==> src/rtl/hazard_pkg.sv <==
// Shared types and constants for the pipeline hazard controller.
// Holds the scoreboard entry layout, the register-file forward code and parameter-range checks.
package hazard_pkg;

  localparam int MAX_REG_AW  = 16;
  localparam int FWD_REGFILE = 0;
  localparam int DEPTH_MIN   = 2;
  localparam int DEPTH_MAX   = 8;

  // rd is stored zero-extended so one struct type serves every REG_AW.
  typedef struct packed {
    logic                  valid;
    logic [MAX_REG_AW-1:0] rd;
    logic                  regwrite;
    logic                  memread;
  } sb_entry_t;

  localparam sb_entry_t SB_EMPTY = '0;

  function automatic bit params_ok(input int depth, input int load_fwd_stage, input int reg_aw);
    return (depth >= DEPTH_MIN) && (depth <= DEPTH_MAX) &&
           (load_fwd_stage >= 2) && (load_fwd_stage <= depth) &&
           (reg_aw >= 1) && (reg_aw <= MAX_REG_AW);
  endfunction

endpackage

==> src/rtl/hazard_pipe_ctrl_if.sv <==
// Decode-stage inputs and pipeline-register controls of the hazard controller.
// master drives the ID fields, branch and freeze; slave is the controller.
interface hazard_pipe_ctrl_if #(
  parameter int DEPTH  = 3,
  parameter int REG_AW = 5
);
  localparam int FW = $clog2(DEPTH + 1);

  logic              id_valid;
  logic [REG_AW-1:0] id_rs1;
  logic [REG_AW-1:0] id_rs2;
  logic [REG_AW-1:0] id_rd;
  logic              id_rs1_used;
  logic              id_rs2_used;
  logic              id_regwrite;
  logic              id_memread;
  logic              branch_taken_ex;
  logic              freeze;

  logic              pc_write_en;
  logic              ifid_write_en;
  logic              ifid_flush;
  logic              idex_bubble;
  logic [FW-1:0]     fwd_a;
  logic [FW-1:0]     fwd_b;
  logic [31:0]       stall_count;

  modport master (
    output id_valid, id_rs1, id_rs2, id_rd, id_rs1_used, id_rs2_used,
           id_regwrite, id_memread, branch_taken_ex, freeze,
    input  pc_write_en, ifid_write_en, ifid_flush, idex_bubble,
           fwd_a, fwd_b, stall_count
  );

  modport slave (
    input  id_valid, id_rs1, id_rs2, id_rd, id_rs1_used, id_rs2_used,
           id_regwrite, id_memread, branch_taken_ex, freeze,
    output pc_write_en, ifid_write_en, ifid_flush, idex_bubble,
           fwd_a, fwd_b, stall_count
  );

endinterface

==> src/rtl/hazard_src_match.sv <==
// Matches one ID source register against the scoreboard.
// Reports a load-use hazard and the youngest forwardable stage for the next EX cycle.
module hazard_src_match
  import hazard_pkg::*;
#(
  parameter int DEPTH          = 3,
  parameter int LOAD_FWD_STAGE = 3,
  parameter int REG_AW         = 5,
  localparam int FW            = $clog2(DEPTH + 1)
) (
  input  logic [REG_AW-1:0] src,
  input  logic              used,
  input  sb_entry_t         sb [1:DEPTH],
  output logic              load_hit,
  output logic [FW-1:0]     fwd_sel
);

  logic [DEPTH:1] match;

  always_comb begin
    match    = '0;
    load_hit = 1'b0;
    fwd_sel  = FW'(FWD_REGFILE);
    for (int k = 1; k <= DEPTH; k++) begin
      match[k] = used && sb[k].valid && sb[k].regwrite &&
                 (sb[k].rd == MAX_REG_AW'(src)) && (src != '0);
    end
    for (int k = 1; k <= DEPTH; k++) begin
      if (match[k] && sb[k].memread && ((k + 1) < LOAD_FWD_STAGE)) load_hit = 1'b1;
    end
    // Walk oldest to youngest so the youngest producer wins; s[k] sits in stage k+1 next cycle.
    for (int k = DEPTH - 1; k >= 1; k--) begin
      if (match[k]) fwd_sel = FW'(k + 1);
    end
  end

endmodule

==> src/rtl/hazard_pipe_ctrl.sv <==
// In-order pipeline hazard controller: load-use stalls, branch flushes, global freeze
// and registered EX operand forwarding selects driven from a destination scoreboard.
module hazard_pipe_ctrl
  import hazard_pkg::*;
#(
  parameter int DEPTH          = 3,
  parameter int LOAD_FWD_STAGE = 3,
  parameter int REG_AW         = 5
) (
  input  logic                 clk,
  input  logic                 rst,
  hazard_pipe_ctrl_if.slave    bus
);

  localparam int FW = $clog2(DEPTH + 1);

  generate
    if (!params_ok(DEPTH, LOAD_FWD_STAGE, REG_AW)) begin : g_bad_params
      $error("hazard_pipe_ctrl: DEPTH/LOAD_FWD_STAGE/REG_AW out of range");
    end
  endgenerate

  sb_entry_t     sb [1:DEPTH];
  sb_entry_t     id_entry;
  logic          load_a, load_b, load_use;
  logic [FW-1:0] sel_a, sel_b;
  logic [FW-1:0] fwd_a_q, fwd_b_q;
  logic [31:0]   stall_cnt_q;
  logic          pc_we, ifid_we, flush, bubble;

  hazard_src_match #(.DEPTH(DEPTH), .LOAD_FWD_STAGE(LOAD_FWD_STAGE), .REG_AW(REG_AW)) u_match_rs1 (
    .src      (bus.id_rs1),
    .used     (bus.id_valid & bus.id_rs1_used),
    .sb       (sb),
    .load_hit (load_a),
    .fwd_sel  (sel_a)
  );

  hazard_src_match #(.DEPTH(DEPTH), .LOAD_FWD_STAGE(LOAD_FWD_STAGE), .REG_AW(REG_AW)) u_match_rs2 (
    .src      (bus.id_rs2),
    .used     (bus.id_valid & bus.id_rs2_used),
    .sb       (sb),
    .load_hit (load_b),
    .fwd_sel  (sel_b)
  );

  assign load_use = load_a | load_b;

  always_comb begin
    id_entry          = SB_EMPTY;
    id_entry.valid    = bus.id_valid;
    id_entry.rd       = MAX_REG_AW'(bus.id_rd);
    id_entry.regwrite = bus.id_regwrite;
    id_entry.memread  = bus.id_memread;
  end

  // Priority: freeze holds everything, then a taken branch squashes, then load-use stalls.
  always_comb begin
    pc_we   = 1'b1;
    ifid_we = 1'b1;
    flush   = 1'b0;
    bubble  = 1'b0;
    if (bus.freeze) begin
      pc_we   = 1'b0;
      ifid_we = 1'b0;
    end else if (bus.branch_taken_ex) begin
      flush   = 1'b1;
      bubble  = 1'b1;
    end else if (load_use) begin
      pc_we   = 1'b0;
      ifid_we = 1'b0;
      bubble  = 1'b1;
    end
  end

  always_ff @(posedge clk) begin
    if (rst) begin
      for (int k = 1; k <= DEPTH; k++) sb[k] <= SB_EMPTY;
      fwd_a_q     <= FW'(FWD_REGFILE);
      fwd_b_q     <= FW'(FWD_REGFILE);
      stall_cnt_q <= '0;
    end else if (!bus.freeze) begin
      sb[1] <= bubble ? SB_EMPTY : id_entry;
      for (int k = 2; k <= DEPTH; k++) sb[k] <= sb[k-1];
      fwd_a_q <= sel_a;
      fwd_b_q <= sel_b;
      if (load_use && !bus.branch_taken_ex && (stall_cnt_q != '1)) begin
        stall_cnt_q <= stall_cnt_q + 32'd1;
      end
    end
  end

  assign bus.pc_write_en   = pc_we;
  assign bus.ifid_write_en = ifid_we;
  assign bus.ifid_flush    = flush;
  assign bus.idex_bubble   = bubble;
  assign bus.fwd_a         = fwd_a_q;
  assign bus.fwd_b         = fwd_b_q;
  assign bus.stall_count   = stall_cnt_q;

endmodule

==> src/flat_wrapper.sv <==
// flat-port wrapper written by rule: the top's interface ports become plain ports
module hazard_pipe_ctrl_flat import hazard_pkg::*;
#(
  parameter int DEPTH          = 3,
  parameter int LOAD_FWD_STAGE = 3,
  parameter int REG_AW         = 5
)
  (clk, rst, bus_id_valid, bus_id_rs1, bus_id_rs2, bus_id_rd, bus_id_rs1_used, bus_id_rs2_used, bus_id_regwrite, bus_id_memread, bus_branch_taken_ex, bus_freeze, bus_pc_write_en, bus_ifid_write_en, bus_ifid_flush, bus_idex_bubble, bus_fwd_a, bus_fwd_b, bus_stall_count);
  hazard_pipe_ctrl_if #(.DEPTH(DEPTH), .REG_AW(REG_AW)) bus_i ();
  input  logic clk;
  input  logic rst;
  input wire logic [$bits(bus_i.id_valid)-1:0] bus_id_valid;
  input wire logic [$bits(bus_i.id_rs1)-1:0] bus_id_rs1;
  input wire logic [$bits(bus_i.id_rs2)-1:0] bus_id_rs2;
  input wire logic [$bits(bus_i.id_rd)-1:0] bus_id_rd;
  input wire logic [$bits(bus_i.id_rs1_used)-1:0] bus_id_rs1_used;
  input wire logic [$bits(bus_i.id_rs2_used)-1:0] bus_id_rs2_used;
  input wire logic [$bits(bus_i.id_regwrite)-1:0] bus_id_regwrite;
  input wire logic [$bits(bus_i.id_memread)-1:0] bus_id_memread;
  input wire logic [$bits(bus_i.branch_taken_ex)-1:0] bus_branch_taken_ex;
  input wire logic [$bits(bus_i.freeze)-1:0] bus_freeze;
  output wire logic [$bits(bus_i.pc_write_en)-1:0] bus_pc_write_en;
  output wire logic [$bits(bus_i.ifid_write_en)-1:0] bus_ifid_write_en;
  output wire logic [$bits(bus_i.ifid_flush)-1:0] bus_ifid_flush;
  output wire logic [$bits(bus_i.idex_bubble)-1:0] bus_idex_bubble;
  output wire logic [$bits(bus_i.fwd_a)-1:0] bus_fwd_a;
  output wire logic [$bits(bus_i.fwd_b)-1:0] bus_fwd_b;
  output wire logic [$bits(bus_i.stall_count)-1:0] bus_stall_count;
  assign bus_i.id_valid = bus_id_valid;
  assign bus_i.id_rs1 = bus_id_rs1;
  assign bus_i.id_rs2 = bus_id_rs2;
  assign bus_i.id_rd = bus_id_rd;
  assign bus_i.id_rs1_used = bus_id_rs1_used;
  assign bus_i.id_rs2_used = bus_id_rs2_used;
  assign bus_i.id_regwrite = bus_id_regwrite;
  assign bus_i.id_memread = bus_id_memread;
  assign bus_i.branch_taken_ex = bus_branch_taken_ex;
  assign bus_i.freeze = bus_freeze;
  assign bus_pc_write_en = bus_i.pc_write_en;
  assign bus_ifid_write_en = bus_i.ifid_write_en;
  assign bus_ifid_flush = bus_i.ifid_flush;
  assign bus_idex_bubble = bus_i.idex_bubble;
  assign bus_fwd_a = bus_i.fwd_a;
  assign bus_fwd_b = bus_i.fwd_b;
  assign bus_stall_count = bus_i.stall_count;
  hazard_pipe_ctrl #(.DEPTH(DEPTH), .LOAD_FWD_STAGE(LOAD_FWD_STAGE), .REG_AW(REG_AW)) u_core (.clk(clk), .rst(rst), .bus(bus_i));
endmodule
==> config.mk <==
export PLATFORM = sky130hd
export DESIGN_NAME = hazard_pipe_ctrl_flat
export DESIGN_NICKNAME = d
export VERILOG_FILES = /design/src/rtl/hazard_pkg.sv /design/src/rtl/hazard_pipe_ctrl_if.sv /design/src/rtl/hazard_src_match.sv /design/src/rtl/hazard_pipe_ctrl.sv /design/src/flat_wrapper.sv
export SDC_FILE = /design/constraint.sdc
export NUM_CORES = 1
export LEC_CHECK = 0
export CAP_MARGIN = 20
export CELL_PAD_IN_SITES_DETAIL_PLACEMENT = 0
export CELL_PAD_IN_SITES_GLOBAL_PLACEMENT = 2
export CORE_UTILIZATION = 29
export DETAILED_ROUTE_END_ITERATION = 12
export GPL_ROUTABILITY_DRIVEN = 0
export HOLD_SLACK_MARGIN = 0.06
export PLACE_DENSITY = 0.78
export SETUP_SLACK_MARGIN = 0.1
export SLEW_MARGIN = 15
export SYNTH_ARGS = -nofsm -noshare
export SYNTH_HDL_FRONTEND = slang
export SYNTH_SLANG_ARGS = --single-unit
==> constraint.sdc <==
create_clock -name clk -period 3.6 [get_ports clk]
set_input_delay 1.08 -clock clk [delete_from_list [all_inputs] [get_ports clk]]
set_output_delay 1.08 -clock clk [all_outputs]
set_load 0.1 [all_outputs]
# Word-level counts from Yosys, hierarchy flattened
# Index checks and enable logic that the tools add are counted.
# word_totals
register_bits,73
out_inout_bits,40
wordCells,59
in_bits,24
# op_classes
addsub,1
n_reduce_logical,24
n_eq_ne,5
bitwise,4
n_mux,15
# ops
cell,n
16-bit by 5-bit == test with 1-bit output,4
"32-bit by 1-bit adder with 32-bit output, second input constant",1
"32-bit != test, second input constant",1
1-bit logical AND,20
19-bit two-way mux,1
1-bit two-way mux,10
5-bit nonzero test,2
2-bit two-way mux,4
1-bit bitwise AND,2
2-bit AND reduction,1
1-bit logical NOT,1
1-bit NOT,1
1-bit OR,1

# Depth between registers and ports, before layout
# logic_depth
depth_word,12
depth_mapped,8
depth_no_buf,7

# Modules after synthesis
# Synthesis repeated with hierarchy kept, for this count alone.
# hier_totals
cells_unflattened,367
area_unflattened_um2,3170.5
# modules_own_cells
mod,cells_each,n_inst,area_each_um2,seq_area_each_um2
hazard_pipe_ctrl,305,1,2730.1,1201.2
hazard_src_match,31,2,220.2,0.0

# Worst setup path before layout
# No wires, ideal clock.
# synth_timing
kind,input -> output
from,in bus_id_rs1[1]
to,out bus_pc_write_en
setup_slack_ps,-1376
arrival_ps,3896
n_path_buf,2
path_stages,6
path_cell_list,xor2_1 > a211o_1 > o22ai_4 > buf_2 > a31oi_1 > buf_4
# synth_via
elab_chain_cells,9
# synth_lines
element,line,source
"start, declared",flat_wrapper.sv:13,input wire logic [$bits(bus_i.id_rs1)-1:0] bus_id_rs1;
16-bit by 5-bit == test with 1-bit output,hazard_src_match.sv:26,(sb[k].rd == MAX_REG_AW'(src)) && (src != '0);
1-bit logical AND,hazard_src_match.sv:25,match[k] = used && sb[k].valid && sb[k].regwrite &&
1-bit logical AND *,hazard_src_match.sv:26,
1-bit logical AND *,hazard_src_match.sv:29,if (match[k] && sb[k].memread && ((k + 1) < LOAD_FWD_STAGE)) load_hit = 1'b1;
1-bit two-way mux *,hazard_src_match.sv:29,
1-bit OR *,hazard_pipe_ctrl.sv:47,assign load_use = load_a | load_b;
1-bit two-way mux * (3 in series),-,
"end, declared",flat_wrapper.sv:22,output wire logic [$bits(bus_i.pc_write_en)-1:0] bus_pc_write_en;
# Mark *: on every way between the ends. The rest lies on a longest branch, timed or not.

# Final worst setup path
# layout_timing
from,in bus_id_valid
to,out bus_idex_bubble
# layout_via
elab_chain_cells,11
# layout_lines
element,line,source
"start, declared",flat_wrapper.sv:12,input wire logic [$bits(bus_i.id_valid)-1:0] bus_id_valid;
"1-bit bitwise AND, on equally long branches","hazard_pipe_ctrl.sv:33, hazard_pipe_ctrl.sv:41",
1-bit logical AND (3 in series),hazard_src_match.sv:25,
1-bit logical AND,hazard_src_match.sv:26,
1-bit logical AND,hazard_src_match.sv:29,
1-bit two-way mux,hazard_src_match.sv:29,
1-bit OR *,hazard_pipe_ctrl.sv:47,
1-bit two-way mux *,hazard_pipe_ctrl.sv:69,end else if (load_use) begin
1-bit two-way mux *,hazard_pipe_ctrl.sv:66,end else if (bus.branch_taken_ex) begin
1-bit two-way mux *,hazard_pipe_ctrl.sv:63,if (bus.freeze) begin
"end, declared",flat_wrapper.sv:25,output wire logic [$bits(bus_i.idex_bubble)-1:0] bus_idex_bubble;
# Marked as above.

==> results by group <==
Die
  • Initial Util: 30.5%
  • Die width: 98.7 um
  • Row cnt: 34
  • Die Y: 98.7 um
  • Full die area: 9740 sq um
  • Core footprint: 8890 sq um
  • I/O Pins: 64

Place
  • Placed cell areas: 3640 sq um
  • Port Buffers: 63
  • Pre-CTS WS: -283 ps
  • Placed insts: 507
  • DP Wirelength: 5720 um

STA
  • RSZ-0062 raised after global routing: false
  • Fmax: 0.291 GHz
  • Final min period: 3440 ps
  • Measured slew at the worst slew-check pin: 912 ps
  • Final Hold Fails: 0
  • Part of the cycle the worst path needs: 95.6%
  • Clock Skew: 4.24 ps
  • Max-slew headroom: 39.2%
  • Max Slew Vio Count: 0
  • Final worst slack: 158 ps
  • Final setup viols: 0

Outcome
  • Outcome: finished clean

Synthesis
  • Cell area after technology mapping: 2710 sq um
  • Post-synth top flop: dfxtp_1
  • Seq cells post-synth: 51
  • Syn Area/Cell: 8.40 sq um
  • Largest area contributor in the netlist: dfxtp_1
  • Library cells used by synthesis: 39
  • EDFF count, synth: 0
  • Yosys warns: 0
  • Synth top area cells: dfxtp_1 (38%), mux2i_1 (5.9%), xnor2_1 (5.5%)
  • Synth top area share: 37.6%
  • Sequential fraction of the synthesis area: 37.6%
  • Synthesized instance count: 323
  • FFs w/ async S/R, synth: 0%
  • Syn_nets: 348

Global routing
  • Largest net degree at the start of global routing: 49
  • Vias in the first global route: 2558
  • Met3 GRT Util: 2.55%
  • Total track usage: 16.3%
  • Met2 usage: 25.5%
  • Met1 Use GR: 22.6%
  • Number of antenna violations at the first check in global routing: 0
  • Busiest layer in global routing: met2
  • Grt total ovfl: 0
  • First-pass GRT wire length: 12700 um

CTS
  • Bufs on Longest Clock Path: 2
  • CTS tree: yes
  • Hold_buf cts: 0
  • Root buf cell: clkbuf_8
  • CTS H-tree lvls: 2
  • Inserted Clock Buffers: 5
  • Clock Sinks: 51
  • Clock latency on the worst-skew pair: 310 ps
  • Clock slew at reported path FFs: 90 ps

Setup path
  • Worst path cell trace: clkdlybuf4s15_1, nand4_1, a211o_1, o22ai_4, a21oi_2, nor2_4, buf_12
  • Crit-path leading delay family: compound AO/OA/AOI/OAI gates
  • Worst Path Required: 2520 ps
  • CP Max Fanout: 4
  • Worst setup SP type: primary input
  • Reg2Reg Depth: 9
  • Reg2reg setup slack: 1070 ps
  • Delay of the slowest critical-path stage: 280 ps
  • CP Buf/Inv Count: 2
  • FF-to-FF Start: u_core.sb[41]
  • Worst reg2reg endpoint: u_core.bus.stall_count[17]
  • Setup Crit Path Kind: in -> out
  • Element type at the critical path end: output port
  • CP max-delay cell: a211o_1
  • Critical path arrival: 2360 ps

Route
  • Drc violations: 0
  • Routed WL: 7550 um
  • DR WL/cell: 14.6 um
  • Initial DRC count: 47
  • Vias post-DR: 2620
  • ANT nets after route: 0
  • Vias/cell: 5.06
  • Pre-Repair DR Iteration Count: 4

Pwr
  • Max IR drop VDD: 0.000150 V
  • Final Power: 1.06 mW
  • Lkg Pwr: 1.42 nW
  • PwrDens: 284 nW/um^2

Finish
  • ANT cells: 0
  • Final nets: 434
  • Fraction of layout cells with a size suffix above 1: 24.6%
  • Commonest non-fill, non-tap cell in the layout: buf_4
  • Most frequent cells in the layout: buf_4 (65), dfxtp_1 (51), nor2_1 (30)
  • Layout Cells excl Fill: 518
  • Area grow syn2layout: 36.8%
  • Fin area: 3710 sq um
  • Fillers: 921

Worst hold path
  • Hold path start: u_core.bus.fwd_b[1]
  • Hold worst-path end: u_core.bus.fwd_b[1]
  • Worst min path class: reg -> reg
  • Hold path depth: 2

Run
  • MaxCap Viol Count: 0
==> what timing repair did <==
item                       CTS  global route
setup endpoints to repair    3             3
hold endpoints to repair     0             0
setup buffers                2             1
gates resized for setup     23            12
pin swaps                    7            12
==> logic make-up after synthesis <==
family	Yosys count	share of synthesized area (%)
flops	51	37.6
fa+ha+maj	1	0.461
buf+inv	18	3.04
simple gates	159	32.0
mux	18	6.73
xor+xnor	30	9.69
compound gates	46	10.4
==> through the flow <==
stage	hold WS [ps]	util, %	setup TNS (ps)
after global routing	525	41.7	0
final	509	41.7	0
after detailed placement	497	40.9	-672
after floorplan	464	-	-53.6
after CTS	514	41.9	0
after global placement	478	40.9	-592
==> cells in the mapped netlist (all sizes together) (2+ instances only) <==
cell,count
clkbuf,8
nor3,19
or3,10
a21oi,18
xnor2,17
a211o,2
nor2,32
nor2b,8
nand3,17
nand2,21
and3,8
inv,4
mux2,2
mux2i,16
and2,2
a21o,3
or4,12
buf,6
nor4,4
o31ai,6
nand4,20
and4,2
nor3b,3
dfxtp,51
o21ai,13
xor2,13
==> area by class of cell <==
| class | count | area [sq um] | share of cell area, % |
|---|---|---|---|
| multi-input combinational | 254 | 1680 | 45.3 |
| clock buffer | 7 | 76.3 | 2.06 |
| timing repair buffer | 93 | 778 | 21.0 |
| clock inverter | 1 | 5.00 | 0.135 |
| tap | 108 | 135 | 3.64 |
| inverter | 4 | 15.0 | 0.405 |
| sequential | 51 | 1020 | 27.5 |
==> how the worst max path moves through the flow <==
stage | start | endpoint | cells after the start
floorplan | bus_id_rs1[4] | bus_pc_write_en | 6
global placement | bus_id_rs1[1] | bus_idex_bubble | 7
detailed placement | bus_id_rs1[1] | bus_idex_bubble | 7
CTS | bus_id_rs1[4] | bus_idex_bubble | 7
global route | bus_id_rs1[3] | bus_idex_bubble | 7
finish | bus_id_valid | bus_idex_bubble | 7
==> layer usage <==
metal | vias up | wire (um)
met3 | 7 | 195
met2 | 34 | 3460
li1 | 1350 | -
met1 | 1229 | 3800
met4 | 0 | 101
met5 | - | 0
==> power breakdown <==
| group | switching, mW | internal, mW |
|---|---|---|
| Clock | 0.188 | 0.137 |
| Sequential | 0.00992 | 0.571 |
| Combinational | 0.0818 | 0.0677 |
==> tightest hold or removal path: cells and delay by family (launching register included) <==
kind	cells	cell delay, ps
AND/OR/NAND/NOR	2	140
flip-flops	1	330
==> sequential cells by signal, summed over array words and instances, names as in the netlist <==
register,count
u_core.bus.fwd_a,2
u_core.bus.fwd_b,2
u_core.sb,15
u_core.bus.stall_count,32
No activity file was read; power rests on OpenSTA's default activity.
==> variant (config.mk and constraints unchanged) <==
`DEPTH` is set to 3 in 4 places; all go to 6.
--- a/src/rtl/hazard_pipe_ctrl_if.sv
+++ b/src/rtl/hazard_pipe_ctrl_if.sv
@@ -1,7 +1,7 @@
 // Decode-stage inputs and pipeline-register controls of the hazard controller.
 // master drives the ID fields, branch and freeze; slave is the controller.
 interface hazard_pipe_ctrl_if #(
-  parameter int DEPTH  = 3,
+  parameter int DEPTH  = 6,
   parameter int REG_AW = 5
 );
   localparam int FW = $clog2(DEPTH + 1);
--- a/src/rtl/hazard_src_match.sv
+++ b/src/rtl/hazard_src_match.sv
@@ -3,7 +3,7 @@
 module hazard_src_match
   import hazard_pkg::*;
 #(
-  parameter int DEPTH          = 3,
+  parameter int DEPTH          = 6,
   parameter int LOAD_FWD_STAGE = 3,
   parameter int REG_AW         = 5,
   localparam int FW            = $clog2(DEPTH + 1)
--- a/src/rtl/hazard_pipe_ctrl.sv
+++ b/src/rtl/hazard_pipe_ctrl.sv
@@ -3,7 +3,7 @@
 module hazard_pipe_ctrl
   import hazard_pkg::*;
 #(
-  parameter int DEPTH          = 3,
+  parameter int DEPTH          = 6,
   parameter int LOAD_FWD_STAGE = 3,
   parameter int REG_AW         = 5
 ) (
--- a/src/flat_wrapper.sv
+++ b/src/flat_wrapper.sv
@@ -1,7 +1,7 @@
 // flat-port wrapper written by rule: the top's interface ports become plain ports
 module hazard_pipe_ctrl_flat import hazard_pkg::*;
 #(
-  parameter int DEPTH          = 3,
+  parameter int DEPTH          = 6,
   parameter int LOAD_FWD_STAGE = 3,
   parameter int REG_AW         = 5
 )
Ports: changed (resized bus_fwd_a and bus_fwd_b); port bits go from 64 to 66. No check against the original RTL was run, so the function may have changed too.
==> variant against the unedited design <==
  * Global-route usage down 0.54 points
  * Total power increased by 86%
  * Final cell count up 41%
  * Setup slack got worse by 22 ps
  * Design area up 42%
  * Combinational power increased by 41%
  * Sequential share of layout area grew 0.51 points
  * Largest power group is now the clock network
  * Synthesized area up 49%
  * Utilization decreased by 2.3 points
  * Wire length grew 44%
  * Critical path depth stayed put
  * Clock power grew to 2.8 times the old value
  * Sequential cell count is 23 higher
  * Sequential power rose by 45%
==> variant: results (changes against the unedited design) <==
status finished clean (unchanged); die span in x 120 um (was 98.7 um); dpl hpwl 8080 um (was 5720 um); non-clk buf share 15.7% (was 21.0%); CTS Sinks 74 (was 51); multi-input gate count 351 (was 254); adder-cell share of the synthesized area 0.310% (was 0.461%); clk_skew 6.80 ps (was 4.24 ps); Buffers excl. clock 103 (was 93); Max stage delay on crit path 340 ps (was 280 ps); clock-cell share of area 5.66% (was 2.19%); layout cells sized above 1 26.0% (was 24.6%); Clock transition at path regs 60 ps (was 90 ps); Synth Instances 463 (was 323); Sequential Area 0.00148 sq mm (was 0.00102 sq mm); multiplexer share of the synthesized area 11.7% (was 6.73%); Place WS -297 ps (was -283 ps); P_leak 0.00196 uW (was 0.00142 uW); Clock Power Share 46.3% (was 30.8%); clk root buf clkbuf_16 (was clkbuf_8); Synth Area in Compound Gates 8.67% (was 10.4%); Area after DPL 0.00497 sq mm (was 0.00364 sq mm); peak supply drop 0.199 mV (was 0.150 mV); via/cell ratio 4.85 (was 5.06); clock buf count 14 (was 7); Cell Int Power 1500 uW (was 776 uW); met2 usage in global routing 23.6% (was 25.5%); Inst Count DP 712 (was 507); Max FO, Critical Path 3 (was 4); gr usage total 15.7% (was 16.3%); commonest cells in the netlist dfxtp_1, nor2_1, xnor2_1 (was dfxtp_1, nor2_1, nand2_1)
variant: cell count changes in the layout (fill, tap and decap cells not counted), moves of 6 or more:
cell / before / now
dfxtp_1: 51 / 74
xnor2_2: 0 / 6
a21oi_1: 17 / 25
or4_1: 12 / 2
nor2_1: 30 / 58
xor2_1: 11 / 4
and3_1: 8 / 0
mux2i_1: 16 / 37
xnor2_1: 17 / 42
buf_4: 65 / 75
or3_1: 10 / 19
clkbuf_16: 0 / 9
variant: tightest hold or removal path: cells and delay by family (launching register included):
| kind | cells | cell delay, ps |
|---|---|---|
| and+or+nand+nor | 1 | 60 |
| AOI/OAI and AO/OA | 1 | 50 |
| DFF | 1 | 310 |
variant: path summary, 6_finish.rpt:
| check | start | to | slack [ps] | cells past startpoint |
|---|---|---|---|---|
| worst min register to register | u_core.bus.fwd_b[0] | u_core.bus.fwd_b[0] | 470 | 2 |
| worst max-delay path | bus_id_rs1[2] | bus_ifid_write_en | 140 | 7 |
| worst min-delay path | u_core.bus.fwd_b[0] | u_core.bus.fwd_b[0] | 470 | 2 |
| worst max register to register | u_core.sb[97] | u_core.bus.stall_count[19] | 1010 | 9 |
variant: metal layers:
| layer | vias to the layer above | wire [um] | share of wire, % |
|---|---|---|---|
| met5 | - | 0 | 0 |
| li1 | 1799 | - | - |
| met4 | 0 | 148 | 1.4 |
| met2 | 66 | 4850 | 45 |
| met1 | 1660 | 5360 | 49 |
| met3 | 11 | 505 | 4.6 |
variant: timing repair:
action	in CTS	in global routing
pin swaps	7	12
endpoints found under the setup margin	3	3
cloned	0	0
buffers inserted	0	1
gates resized for setup	40	18
variant: logic make-up after synthesis:
group / after synthesis
compound gates: 57
buf+inv: 38
mux: 46
xor+xnor: 53
fa+ha+maj: 1
simple gates: 194
flops: 74
